<file path="src/rtl/rca_seq_ctrl.sv">
// Word-serial add/subtract: one CHUNK-bit ripple adder swept over WIDTH/CHUNK cycles, carry registered between slices.
// Latency NCHUNK cycles accept-to-valid; in_ready only in IDLE, result held in DONE until out_ready.

module rca #(
  parameter int CHUNK = 8
) (
  input  logic [CHUNK-1:0] a,
  input  logic [CHUNK-1:0] b,
  input  logic             cin,
  output logic [CHUNK-1:0] sum,
  output logic             cout
);

  logic [CHUNK:0] c;

  always_comb begin
    c    = '0;
    sum  = '0;
    c[0] = cin;
    for (int i = 0; i < CHUNK; i++) begin
      sum[i]   = a[i] ^ b[i] ^ c[i];
      c[i + 1] = (a[i] & b[i]) | (c[i] & (a[i] ^ b[i]));
    end
  end

  assign cout = c[CHUNK];

endmodule

module rca_seq_ctrl #(
  parameter int WIDTH = 32,
  parameter int CHUNK = 8
) (
  input  logic             clk,
  input  logic             rst_n,
  input  logic             in_valid,
  output logic             in_ready,
  input  logic [WIDTH-1:0] in_a,
  input  logic [WIDTH-1:0] in_b,
  input  logic             in_sub,
  output logic             out_valid,
  input  logic             out_ready,
  output logic [WIDTH-1:0] out_sum,
  output logic             out_cout,
  output logic             out_ovf,
  output logic             busy
);

  localparam int NCHUNK = WIDTH / CHUNK;
  localparam int IDXW   = (NCHUNK > 1) ? $clog2(NCHUNK) : 1;
  localparam logic [IDXW-1:0] LAST_IDX = IDXW'(NCHUNK - 1);

  typedef enum logic [1:0] {
    IDLE = 2'd0,
    RUN  = 2'd1,
    DONE = 2'd2
  } state_t;

  typedef struct packed {
    logic [WIDTH-1:0] a;
    logic [WIDTH-1:0] b;
  } opnd_t;

  state_t           state;
  state_t           state_nxt;
  opnd_t            opnd;
  logic             carry_reg;
  logic [IDXW-1:0]  idx;
  logic             last;
  logic [CHUNK-1:0] a_sl;
  logic [CHUNK-1:0] b_sl;
  logic [CHUNK-1:0] rca_sum;
  logic             rca_cout;

  assign last = (idx == LAST_IDX);
  assign a_sl = opnd.a[idx*CHUNK +: CHUNK];
  assign b_sl = opnd.b[idx*CHUNK +: CHUNK];

  rca #(.CHUNK(CHUNK)) u_rca (
    .a    (a_sl),
    .b    (b_sl),
    .cin  (carry_reg),
    .sum  (rca_sum),
    .cout (rca_cout)
  );

  always_ff @(posedge clk or negedge rst_n) begin
    if (!rst_n) begin
      state <= IDLE;
    end else begin
      state <= state_nxt;
    end
  end

  always_comb begin
    state_nxt = state;
    case (state)
      IDLE:    if (in_valid)  state_nxt = RUN;
      RUN:     if (last)      state_nxt = DONE;
      DONE:    if (out_ready) state_nxt = IDLE;
      default: state_nxt = IDLE;
    endcase
  end

  // Subtract is folded in at accept time: B is stored inverted and the carry seeded with 1.
  always_ff @(posedge clk or negedge rst_n) begin
    if (!rst_n) begin
      opnd      <= '0;
      carry_reg <= 1'b0;
      idx       <= '0;
      out_sum   <= '0;
      out_cout  <= 1'b0;
      out_ovf   <= 1'b0;
    end else begin
      case (state)
        IDLE: begin
          if (in_valid) begin
            opnd.a    <= in_a;
            opnd.b    <= in_b ^ {WIDTH{in_sub}};
            carry_reg <= in_sub;
            idx       <= '0;
          end
        end
        RUN: begin
          out_sum[idx*CHUNK +: CHUNK] <= rca_sum;
          carry_reg                   <= rca_cout;
          if (last) begin
            out_cout <= rca_cout;
            out_ovf  <= (opnd.a[WIDTH-1] == opnd.b[WIDTH-1]) &
                        (rca_sum[CHUNK-1] != opnd.a[WIDTH-1]);
            idx      <= '0;
          end else begin
            idx <= idx + 1'b1;
          end
        end
        default: ;
      endcase
    end
  end

  assign in_ready  = (state == IDLE);
  assign out_valid = (state == DONE);
  assign busy      = (state == RUN) || (state == DONE);

endmodule

</file>
<file path="config.mk">
export PLATFORM = sky130hd
export DESIGN_NAME = rca_seq_ctrl
export DESIGN_NICKNAME = d
export VERILOG_FILES = /design/src/rtl/rca_seq_ctrl.sv
export SDC_FILE = /design/constraint.sdc
export NUM_CORES = 1
export LEC_CHECK = 0
export BUFFER_PORTS_ARGS = -buffer_cell sky130_fd_sc_hd__buf_2
export CAP_MARGIN = 40
export CORE_ASPECT_RATIO = 0.75
export CORE_MARGIN = 3
export CORE_UTILIZATION = 41
export DETAILED_ROUTE_END_ITERATION = 6
export GPL_ROUTABILITY_DRIVEN = 0
export MAX_ROUTING_LAYER = met4
export PLACE_DENSITY = 0.72
export SYNTH_ARGS = -nofsm -noshare
export SYNTH_HDL_FRONTEND = slang
export SYNTH_HIERARCHICAL = 1
export SYNTH_SLANG_ARGS = --single-unit
</file>
<file path="constraint.sdc">
create_clock -name clk -period 12.22 [get_ports clk]
set_clock_uncertainty 0.1 [all_clocks]
set_input_delay 1.222 -clock clk [delete_from_list [all_inputs] [get_ports clk]]
set_output_delay 1.222 -clock clk [all_outputs]
set_load 0.02 [all_outputs]
</file>
==> results.txt <==
- Number of H-tree levels: 3
- Of all nets on the critical path, the largest fanout is 24.
* Arrival time worst endpoint: roughly 5.3 ns
- Cells fill roughly 52% of the core in the end.
- Port-buffer cells: ~110
- Total wirelength of the detailed-routed design: between 10 and 15 mm
- GR Overflow Total: 0
- Drt first-iter violations: about 220
- Top FF cell, synth: sky130_fd_sc_hd__dfrtp_1
- In the final routing, the length of wire on met1 measures 4.98 mm.
- The number of antenna diodes in the final layout is 0.
- Core Region: roughly 0.011 mm²
- Detailed Place HPWL: ~8.1 mm
- Antenna violations before repair: 0
- Clock root buffer: sky130_fd_sc_hd__clkbuf_16
- The cell count after synthesis came out at 366.
- Summed over all nets, wire length on met3 after detailed routing comes to approximately 660 µm.
- The first global-routing pass estimated between 15 and 20 mm of wire.
- Worst hold slack after final layout: between 0.3 and 0.4 ns
- TritonCTS built the clock tree.
- No sink is reached through more buffers than the 2 on the longest clock path.
- Die outline width: 131 µm
* Count of flip-flops with a built-in enable after synthesis: 0
- Traced cell by cell, the critical path runs through buf_4, mux4_2, fa_1, inv_1, fa_1, inv_1, fa_1, fa_1, fa_1, fa_1, fa_1, inv_1, fa_1, inv_1, and3b_1, a21oi_1, o21ai_0.
- The tool flagged a number of max-cap violations equal to 0.
* Pre-Repair DR Iteration Count: 4
- Gates resized during post-CTS repair numbered 0.
- For this block, the via count after detailed routing is approximately 3200.
- CTS Buf Count: 9
* Clock slew seen by the registers of the worst setup and hold paths: roughly 0.060 ns
* Clock network latency to the later pin of the worst-skew pair: approximately 0.34 ns
- Total global routing track utilization: around 18%
- Max_slew headroom: 40.9%
- The final hold violation count was 0.
* Vias in the first global route: ~3400
* Worst hold path type: reg2reg
* Via-to-Cell Ratio: 5.12
- The largest registers in the layout are opnd: 64 flops, out_sum: 32 flops.
- In this run the remaining antenna-violating nets after routing total 0.
- The worst path uses roughly 43% of the clock period.
* Power Density: approximately 260 mW/mm²
* Number of cell rows: 33
- Once the floorplan was initialized, standard cells occupied 43.0% of the core.
- Summed over all failing endpoints, the final setup total negative slack is 0 ns.
* Largest register by flop count: opnd
* Final Setup Violations: 0
- Flip-flop count of the largest register after layout: between 60 and 70
- Setup crit start kind: flop
* Die extent in y: around 100 µm
- The detailed router used layers up to and including met4.
- The largest single stage delay on the critical path is 0.58 ns.
- Synthesis inferred just over 100 register bits.
- In the final design database the tool counted roughly 550 nets.
* Top achievable clock speed: ~190 MHz
- Unique cell type count in the Yosys netlist: 26
- Routed wire length per instance: 17.1 µm
* Area share of the leading cell type in the synthesized netlist: roughly 54%
- After synthesis, the share of flip-flops with an asynchronous set or reset is 100%.
- After detailed placement, the design holds a cell count of ~600.
- Pin count of the biggest net entering global routing: between 90 and 100
- The largest individual stage delay along the critical path comes from the cell sky130_fd_sc_hd__mux4_2.
- In this run the static leakage power is roughly 2.7 nW.
- Averaged over all synthesized cells, the footprint is approximately 13 µm².
- Met2 Routed Length: between 4 and 5 mm
* Fill cells: around 960
- During synthesis, Yosys emitted a total of 6 warnings.
- DRC: 0
- The finished layout holds between 600 and 700 standard cells, fillers aside.
* Period minus WS final: around 5.2 ns
* Worst endpoint required time: around 12 ns
* RSZ-0062 raised after global routing: no
- Most common cell after layout, fill and taps aside: sky130_fd_sc_hd__buf_2
- In this run the post-CTS setup repair buffer count came out at 0.
- By area the synthesized netlist is led by sky130_fd_sc_hd__dfrtp_1, sky130_fd_sc_hd__mux2_2, sky130_fd_sc_hd__mux4_2, sky130_fd_sc_hd__a22o_1, sky130_fd_sc_hd__xnor2_1.
- For the pin with the worst max-slew slack, the measured transition is 0.886 ns.
- Net count after synthesis: around 450
- Design Power: ~1.5 mW
- Top-level port count: around 110
* Share of final-layout standard cells stronger than drive strength 1: roughly two fifths
- Final slew viol count: 0
- For this run, the register share of the synthesized area comes to 53.6%.
* Area growth from synthesis to layout: 20.5%
- The synthesized design spends more area on one cell type than any other, namely sky130_fd_sc_hd__dfrtp_1.
- Kind of critical path: reg2reg
- Crit path capture type: flop
- Status: complete, no violations
- Worst ir drop on vdd: ~0.12 mV
- Cell Area, Synth: between 0.004 and 0.005 mm²
- CTS Hold Bufs: 0
* Cell with the most instances on the worst path: sky130_fd_sc_hd__fa_1
- Top library cells by usage in the layout, fill and taps aside: sky130_fd_sc_hd__buf_2, sky130_fd_sc_hd__dfrtp_1, sky130_fd_sc_hd__nand2_1
- The clock drives between 100 and 150 sinks.
- The floorplan step defined a die boundary enclosing around 0.013 mm².
-- stage by stage --
| step | area (µm²) | worst slack, ns |
|---|---|---|
| 2_1_floorplan | 4810 | 7.29 |
| 5_1_grt | 5800 | 6.64 |
| 6_report | 5800 | 6.99 |
| 3_3_place_gp | 5480 | 7.15 |
| 4_1_cts | 5780 | 6.97 |
| 3_5_place_dp | 5500 | 6.99 |
-- Yosys cell counts, types with 2 or more instances --
master                     instances
sky130_fd_sc_hd__a21oi_1           2
sky130_fd_sc_hd__a22o_1           34
sky130_fd_sc_hd__a31oi_1           2
sky130_fd_sc_hd__buf_1             2
sky130_fd_sc_hd__buf_2            10
sky130_fd_sc_hd__clkbuf_1          8
sky130_fd_sc_hd__dfrtp_1         103
sky130_fd_sc_hd__fa_1              8
sky130_fd_sc_hd__ha_1              9
sky130_fd_sc_hd__inv_1            15
sky130_fd_sc_hd__mux2_2           34
sky130_fd_sc_hd__mux4_2           16
sky130_fd_sc_hd__nand2_1          38
sky130_fd_sc_hd__nand2b_1          5
sky130_fd_sc_hd__nand3_1           3
sky130_fd_sc_hd__nor2_1            3
sky130_fd_sc_hd__o21ai_0          34
sky130_fd_sc_hd__xnor2_1          32
-- cell families (layout without fill, tap and decap cells) --
group	after synthesis	after routing	share of synthesized area, %
AO/OA/AOI/OAI	73	73	10.4
XOR/XNOR	32	32	5.82
adder cells (fa/ha/maj)	17	17	5.67
buffers and inverters	35	141	2.99
flip-flops	103	103	53.6
multiplexers	50	50	15.4
AND/OR/NAND/NOR	56	56	6.11
-- report_power, final --
| part | internal [mW] | total (mW) | switching (mW) | leakage (nW) |
|---|---|---|---|---|
| sequential | 0.475 | 0.551 | 0.0764 | 1.31 |
| clock | 0.149 | 0.267 | 0.118 | 0.132 |
| combinational | 0.308 | 0.717 | 0.408 | 1.31 |
-- final timing paths --
check                      startpoint           to  slack, ns  cells past startpoint
setup reg to reg               idx[0]      out_ovf       6.99                     17
hold reg to reg              opnd[24]     opnd[24]       0.38                      2
hold / removal               opnd[24]     opnd[24]       0.38                      2
setup / recovery               idx[0]      out_ovf       6.99                     17
min in group asynchronous       rst_n  out_sum[19]       0.66                      1
max in group asynchronous       rst_n     opnd[44]      10.30                      3
-- critical path, delay by kind of cell, from the launching register on --
family / cells / cell delay, ns
AOI/OAI and AO/OA: 2 / 0.18
adders and majority gates: 8 / 2.91
buffers and inverters: 5 / 0.76
DFF: 1 / 0.32
muxes: 1 / 0.58
and+or+nand+nor: 1 / 0.20
-- per-layer routing --
layer | vias to the layer above | track usage [%]
met1 | 1592 | 24.3
met2 | 114 | 25.6
met4 | 0 | 5.38
li1 | 1495 | -
met3 | 17 | 4.47
met5 | - | -
-- layout make-up --
class | count | area, µm² | share of cell area (%)
Sequential cell | 103 | 2580 | 44.5
Multi-Input combinational cell | 228 | 2090 | 36.1
Inverter | 15 | 56.3 | 0.971
Clock buffer | 13 | 260 | 4.49
Clock inverter | 2 | 16.3 | 0.281
Tap cell | 157 | 196 | 3.39
Timing Repair Buffer | 111 | 598 | 10.3
No activity file was read; power rests on OpenSTA's default activity.
